===== config.mk =====
export PLATFORM = sky130hd
export DESIGN_NAME = lcd_ctrl
export DESIGN_NICKNAME = d
export VERILOG_FILES = /design/src/rtl/lcd_ctrl.sv
export SDC_FILE = /design/constraint.sdc
export NUM_CORES = 1
export LEC_CHECK = 0
export ABC_AREA = 1
export ABC_CLOCK_PERIOD_IN_PS = 4780
export CORE_ASPECT_RATIO = 0.75
export CORE_UTILIZATION = 33
export CTS_CLUSTER_DIAMETER = 150
export CTS_CLUSTER_SIZE = 24
export DETAILED_ROUTE_END_ITERATION = 16
export GPL_ROUTABILITY_DRIVEN = 0
export PLACE_DENSITY = 0.56
export SLEW_MARGIN = 20
export SYNTH_ARGS = -nofsm -noshare
export SYNTH_HDL_FRONTEND = slang
export SYNTH_SLANG_ARGS = --single-unit

===== constraint.sdc =====
create_clock -name i_clk -period 4.78 [get_ports i_clk]
set_clock_uncertainty 0.2 [all_clocks]
set_input_delay 0.956 -clock i_clk [delete_from_list [all_inputs] [get_ports i_clk]]
set_output_delay 0.956 -clock i_clk [all_outputs]
set_load 0.03 [all_outputs]

===== src/rtl/lcd_ctrl.sv =====
// lcd_ctrl
// --------
// Peripheral-side controller for the memory-mapped LCD output register.
// LSU writes to the LCD register are captured into a small FIFO. Each entry
// is then replayed onto an HD44780-style parallel bus: RS/DATA are set up,
// E is pulsed, and the command-execution time is waited out before the next
// entry is taken. Busy/overflow/count status is returned for LSU read-back.
//
// Optional feature macro: LCD_POWERON_INIT_EN
//   When defined, adds parameter POWERON_CYC and an INIT state. After reset
//   the controller waits POWERON_CYC cycles, then issues 8'h38, 8'h0C,
//   8'h01, 8'h06 (RS=0) before it starts draining the FIFO.
//
// Ports
//   i_clk        : clock, all state on the rising edge
//   i_rst        : asynchronous, active-low reset
//   i_lcd_word   : written value; [31]=ON, [30]=CLR_OVF, [8]=RS, [7:0]=DATA
//   i_lcd_wr     : one-cycle write strobe from the LSU
//   o_status     : [0]=busy, [1]=overflow (sticky), [4:2]=FIFO count
//   o_lcd_on     : LCD power/backlight
//   o_lcd_rs     : register select
//   o_lcd_rw     : read/write, tied to 0 (write-only bus)
//   o_lcd_en     : enable strobe
//   o_lcd_data   : data bus
//   o_dbg_state  : current FSM state encoding (0=IDLE,1=SETUP,2=PULSE,
//                  3=WAIT,4=INIT)
//
// Handshake: the LSU side has no back-pressure. A strobe on i_lcd_wr is
// always consumed in the cycle it is asserted; if it cannot be stored the
// entry is dropped and the sticky overflow flag records the loss.

module lcd_ctrl #(
  parameter int DEPTH        = 4,
  parameter int SETUP_CYC    = 4,
  parameter int EN_HIGH_CYC  = 12,
  parameter int CMD_WAIT_CYC = 2000,
  parameter int CLR_WAIT_CYC = 82000
`ifdef LCD_POWERON_INIT_EN
  ,
  parameter int POWERON_CYC  = 750000
`endif
) (
  input  logic        i_clk,
  input  logic        i_rst,
  input  logic [31:0] i_lcd_word,
  input  logic        i_lcd_wr,
  output logic [31:0] o_status,
  output logic        o_lcd_on,
  output logic        o_lcd_rs,
  output logic        o_lcd_rw,
  output logic        o_lcd_en,
  output logic [7:0]  o_lcd_data,
  output logic [2:0]  o_dbg_state
);

  // ---------------------------------------------------------------------
  // Sizing
  // ---------------------------------------------------------------------
  localparam int AW = $clog2(DEPTH);
  localparam int CW = AW + 1;

  localparam int MAX_A = (CLR_WAIT_CYC > CMD_WAIT_CYC) ? CLR_WAIT_CYC : CMD_WAIT_CYC;
`ifdef LCD_POWERON_INIT_EN
  localparam int MAX_B = (POWERON_CYC > MAX_A) ? POWERON_CYC : MAX_A;
`else
  localparam int MAX_B = MAX_A;
`endif
  // The setup and pulse loads share the same counter, so they must fit too.
  localparam int MAX_C = (SETUP_CYC > MAX_B) ? SETUP_CYC : MAX_B;
  localparam int MAX_D = (EN_HIGH_CYC > MAX_C) ? EN_HIGH_CYC : MAX_C;
  localparam int CNT_W = (MAX_D >= 2) ? $clog2(MAX_D) : 1;

  localparam logic [CNT_W-1:0] LD_SETUP = CNT_W'(SETUP_CYC - 1);
  localparam logic [CNT_W-1:0] LD_EN    = CNT_W'(EN_HIGH_CYC - 1);
  localparam logic [CNT_W-1:0] LD_CMD   = CNT_W'(CMD_WAIT_CYC - 1);
  localparam logic [CNT_W-1:0] LD_CLR   = CNT_W'(CLR_WAIT_CYC - 1);
`ifdef LCD_POWERON_INIT_EN
  localparam logic [CNT_W-1:0] LD_PWR   = CNT_W'(POWERON_CYC - 1);
`endif

  typedef enum logic [2:0] {
    ST_IDLE  = 3'd0,
    ST_SETUP = 3'd1,
    ST_PULSE = 3'd2,
    ST_WAIT  = 3'd3
`ifdef LCD_POWERON_INIT_EN
    ,
    ST_INIT  = 3'd4
`endif
  } state_t;

  // ---------------------------------------------------------------------
  // FIFO storage and control
  // ---------------------------------------------------------------------
  logic [8:0]    fifo_mem [DEPTH];
  logic [AW-1:0] wr_ptr;
  logic [AW-1:0] rd_ptr;
  logic [CW-1:0] fifo_count;
  logic          ovf_q;
  logic          on_q;

  logic          push_req;
  logic          push;
  logic          pop;
  logic          full;

  assign push_req = i_lcd_wr & ~i_lcd_word[30];
  assign full     = (fifo_count == CW'(DEPTH));
  // A pop in the same cycle frees a slot, so a full FIFO still accepts.
  assign push     = push_req & (~full | pop);

  always_ff @(posedge i_clk) begin
    if (push) begin
      fifo_mem[wr_ptr] <= i_lcd_word[8:0];
    end
  end

  always_ff @(posedge i_clk or negedge i_rst) begin
    if (!i_rst) begin
      wr_ptr     <= '0;
      rd_ptr     <= '0;
      fifo_count <= '0;
      ovf_q      <= 1'b0;
      on_q       <= 1'b0;
    end else begin
      if (push) begin
        wr_ptr <= wr_ptr + AW'(1);
      end
      if (pop) begin
        rd_ptr <= rd_ptr + AW'(1);
      end
      case ({push, pop})
        2'b10:   fifo_count <= fifo_count + CW'(1);
        2'b01:   fifo_count <= fifo_count - CW'(1);
        default: fifo_count <= fifo_count;
      endcase
      if (i_lcd_wr) begin
        on_q <= i_lcd_word[31];
        if (i_lcd_word[30]) begin
          ovf_q <= 1'b0;
        end else if (full && !pop) begin
          ovf_q <= 1'b1;
        end
      end
    end
  end

  // ---------------------------------------------------------------------
  // Bus sequencer
  // ---------------------------------------------------------------------
  state_t           state_q, state_d;
  logic [CNT_W-1:0] cnt_q, cnt_d;
  logic             rs_q, rs_d;
  logic [7:0]       data_q, data_d;
  logic             en_q, en_d;
  logic             long_wait;

`ifdef LCD_POWERON_INIT_EN
  logic [2:0] init_idx_q, init_idx_d;

  function automatic logic [7:0] init_cmd(input logic [1:0] idx);
    case (idx)
      2'd0:    init_cmd = 8'h38;
      2'd1:    init_cmd = 8'h0C;
      2'd2:    init_cmd = 8'h01;
      default: init_cmd = 8'h06;
    endcase
  endfunction
`endif

  // Clear display and return home take far longer to execute than
  // any other instruction.
  assign long_wait = ~rs_q & ((data_q == 8'h01) | (data_q == 8'h02));

  always_ff @(posedge i_clk or negedge i_rst) begin
    if (!i_rst) begin
`ifdef LCD_POWERON_INIT_EN
      state_q    <= ST_INIT;
      cnt_q      <= LD_PWR;
      init_idx_q <= 3'd0;
`else
      state_q    <= ST_IDLE;
      cnt_q      <= '0;
`endif
      rs_q       <= 1'b0;
      data_q     <= 8'h00;
      en_q       <= 1'b0;
    end else begin
      state_q    <= state_d;
      cnt_q      <= cnt_d;
      rs_q       <= rs_d;
      data_q     <= data_d;
      en_q       <= en_d;
`ifdef LCD_POWERON_INIT_EN
      init_idx_q <= init_idx_d;
`endif
    end
  end

  always_comb begin
    state_d    = state_q;
    cnt_d      = cnt_q;
    rs_d       = rs_q;
    data_d     = data_q;
    pop        = 1'b0;
`ifdef LCD_POWERON_INIT_EN
    init_idx_d = init_idx_q;
`endif
    case (state_q)
      ST_IDLE: begin
        if (fifo_count != '0) begin
          pop     = 1'b1;
          rs_d    = fifo_mem[rd_ptr][8];
          data_d  = fifo_mem[rd_ptr][7:0];
          cnt_d   = LD_SETUP;
          state_d = ST_SETUP;
        end
      end
      ST_SETUP: begin
        if (cnt_q == '0) begin
          cnt_d   = LD_EN;
          state_d = ST_PULSE;
        end else begin
          cnt_d = cnt_q - CNT_W'(1);
        end
      end
      ST_PULSE: begin
        if (cnt_q == '0) begin
          cnt_d   = long_wait ? LD_CLR : LD_CMD;
          state_d = ST_WAIT;
        end else begin
          cnt_d = cnt_q - CNT_W'(1);
        end
      end
      ST_WAIT: begin
        if (cnt_q == '0) begin
`ifdef LCD_POWERON_INIT_EN
          // Chain straight into the next init command while any remain.
          if (init_idx_q != 3'd4) begin
            rs_d       = 1'b0;
            data_d     = init_cmd(init_idx_q[1:0]);
            init_idx_d = init_idx_q + 3'd1;
            cnt_d      = LD_SETUP;
            state_d    = ST_SETUP;
          end else begin
            state_d = ST_IDLE;
          end
`else
          state_d = ST_IDLE;
`endif
        end else begin
          cnt_d = cnt_q - CNT_W'(1);
        end
      end
`ifdef LCD_POWERON_INIT_EN
      ST_INIT: begin
        if (cnt_q == '0) begin
          rs_d       = 1'b0;
          data_d     = init_cmd(init_idx_q[1:0]);
          init_idx_d = init_idx_q + 3'd1;
          cnt_d      = LD_SETUP;
          state_d    = ST_SETUP;
        end else begin
          cnt_d = cnt_q - CNT_W'(1);
        end
      end
`endif
      default: begin
        state_d = ST_IDLE;
      end
    endcase
    // E is a registered copy of "in PULSE" so the pin never glitches.
    en_d = (state_d == ST_PULSE);
  end

  // ---------------------------------------------------------------------
  // Outputs
  // ---------------------------------------------------------------------
  logic       busy;
  logic [2:0] count_field;
  logic       unused_word;

  assign busy        = (state_q != ST_IDLE) | (fifo_count != '0);
  assign count_field = 3'(fifo_count);
  assign unused_word = ^{i_lcd_word[29:9]};

  assign o_status    = {27'd0, count_field, ovf_q, busy};
  assign o_lcd_on    = on_q;
  assign o_lcd_rs    = rs_q;
  assign o_lcd_rw    = 1'b0;
  assign o_lcd_en    = en_q;
  assign o_lcd_data  = data_q;
  assign o_dbg_state = state_q;

endmodule


==> impl_metrics.toml <==
[cts]
cts_root_buf = "clkbuf_16"
clkLatencyLatePin_ns = 0.33
clock_sinks = 75
cts_htree_levels = 3
hold_buffers = 0
cts_inserted_buffers = 9
post_cts_buffers = 0
clk_pin_slew_ns = 0.06
cts_tree = "yes"
cts_resized = 0
clockBufferDepth = 2

[job]
max-cap-violations = 0

[worst_setup_path]
start_kind = "register"
end_kind = "output pin"
arrival_ns = 2.12
crit_path_start = "o_dbg_state[2]$_DFF_PN0_"
worst_r2r_endpoint = "count_field[2]$_DFFE_PN0P_"
path_max_fanout = 6
reg2reg_slack_ns = 2.13
endpoint = "o_status[0]"
r2r_cells = 11
critical_path_class = "register to output pin"
cp.required_ns = 3.62
r2r-start = "o_dbg_state[2]$_DFF_PN0_"

[detailed_routing]
drt_pass1_iterations = 7
drtIter0Drc = 180
wire_per_inst_um = 12.2
num_vias = 2832
wl_mm = 7.75
viasPerCell = 4.46
drc = 0
final_antenna_net_count = 0

[cells_and_area]
final_area_mm2 = 0.00460
nNetsFinal = 509
drive_above_1_share_pct = 7.19
final.fill_count = 1145
final_cell_mix = "nand2_1 (109), nor2_1 (62), inv_1 (43)"
fin_cells = 635
layout_commonest_cell = "nand2_1"
antenna_cells = 0
syn_to_final_growth_pct = 17.3
final_core_util_pct = 39.8

[floorplan]
die_w_um = 128
start_util_pct = 33.9
dieArea_mm2 = 0.0123
io-pin-count = 82
coreArea_mm2 = 0.0116
fp-row-count = 34
die_h_um = 96.4

[sta]
worstMarginPinSlew_ns = 0.917
fin_setup_tns_ns = 0
slew_headroom_pct = 38.6
slew_viol_final = 0
rsz0062_at_grt = "false"
period_share_pct = 68.5
fin_ws_ns = 1.50
timing.fmax_ghz = 0.305
hold_violations = 0
min_period_ns = 3.28
setup-violations-final = 0

[synth]
synth_top_cell_area_share_pct = 27.6
async_flop_share_pct = 52.0
synth_compound_area_share_pct = 5.80
synth-simple-area-share_pct = 24.7
synthAdderAreaFrac_pct = 2.10
synth_cell_types = 34
synthXorXnorAreaFrac_pct = 3.35
synth_edf_count = 36
syn_area_per_cell_um2 = 9.04
post_synth_mux_area_share_pct = 0.287
syn_inst = 434
synth_top_family_by_area = "simple AND/OR/NAND/NOR gates"
synth-seq-cells = 75
ys_seq_area_share_pct = 52.4
netlist_area_mm2 = 0.00392
synth_area_leader_cell = "edfxtp_1"
synth.area.top_cells = "edfxtp_1 (28%), dfrtp_1 (25%), nand2_1 (10%)"
synthFlopType = "dfrtp_1"
ys_warn_count = 0

[global_routing]
grt_pass1_wl_mm = 12.7
grt_pass1_vias = 2595
grtUsageMet2_pct = 22.1
overflow = 0
met3_usage_pct = 3.03
use_met1_pct = 18.2
antenna_found_initial = 0
grt_max_degree = 40
grt.busiest_layer = "met2"
track_usage_pct = 13.7

[power]
max-vdd-ir-drop_v = 0.000239
power_density_mw_per_mm2 = 551
power.leakage_nw = 2.11

[run_status]
status = "complete, no violations"

[place]
io_buffers = 32
dpl.cell_count = 619
hpwl_mm = 5.49
dpl-instance-area_mm2 = 0.00428
pre_cts_slack_ns = 1.65

[worst_hold_path]
hold_class = "register to register"
cell usage after synthesis (5+ instances only):
cell and number:
nor2_1 62, nand4_1 8, o32ai_1 9, dfrtp_1 39
ha_1 5, nand2_1 109, buf_4 30, edfxtp_1 36
xor2_1 12, nand3_1 18, o21ai_0 21, inv_1 43
flip-flops by register name (all words and copies together) (netlist names):
signal / cells
ovf_q: 1
fifo_mem: 36
cnt_q: 17
wr_ptr: 2
o_lcd_data: 8
rd_ptr: 2
o_lcd_on: 1
o_dbg_state: 3
count_field: 3
o_lcd_en: 1
o_lcd_rs: 1
stage by stage:
stage | total power [mW] | hold WS [ns]
6_report | 2.53 | 0.296
5_1_grt | 2.71 | 0.338
4_1_cts | 2.57 | 0.301
3_5_place_dp | 1.83 | 0.283
3_3_place_gp | 1.81 | 0.286
2_1_floorplan | 1.57 | 0.254
worst max-delay path: stages, from the launching register on:
cell             delay, ns
dfrtp_1               0.46
nor2_1                0.17
nand2_1               0.11
nor2_1                0.28
inv_1                 0.15
clkdlybuf4s50_1       0.62
worst min path at each step:
stage | startpoint | end | depth (start not counted)
after floorplan | ovf_q$_DFFE_PN0P_ | ovf_q$_DFFE_PN0P_ | 2
after global placement | ovf_q$_DFFE_PN0P_ | ovf_q$_DFFE_PN0P_ | 2
after detailed placement | ovf_q$_DFFE_PN0P_ | ovf_q$_DFFE_PN0P_ | 2
after CTS | ovf_q$_DFFE_PN0P_ | ovf_q$_DFFE_PN0P_ | 2
after global routing | cnt_q[1]$_DFFE_PN0P_ | cnt_q[1]$_DFFE_PN0P_ | 2
final | ovf_q$_DFFE_PN0P_ | ovf_q$_DFFE_PN0P_ | 2
layout make-up:
cell class / count / area, um2 / area share, %
tap: 162 / 203 / 4.40
multi-input combinational: 305 / 1530 / 33.3
inverter: 44 / 165 / 3.59
clock buffer: 9 / 225 / 4.89
clock inverter: 7 / 98.8 / 2.15
timing repair buffer: 33 / 323 / 7.01
sequential: 75 / 2060 / 44.7
power breakdown:
part           switching, mW  internal [mW]  total (mW)
Combinational          0.553          0.312       0.866
Clock                  0.269          0.461       0.730
Sequential             0.135          0.804       0.939
cells by family (layout without fill, tap and decap cells):
group / Yosys count / in the layout
flip-flops: 75 / 75
AND/OR/NAND/NOR: 217 / 217
XOR/XNOR: 15 / 15
AO/OA/AOI/OAI: 37 / 37
other: 1 / 29
adder cells (fa/ha/maj): 6 / 6
buffers and inverters: 82 / 93
multiplexers: 1 / 1
routing by layer:
layer | vias to the layer above | part of all wire (%)
met2 | 90 | 44
met5 | - | 0
met3 | 11 | 4.5
li1 | 1419 | -
met4 | 0 | 1.7
met1 | 1312 | 50
Power figures use the tool's default switching activity.
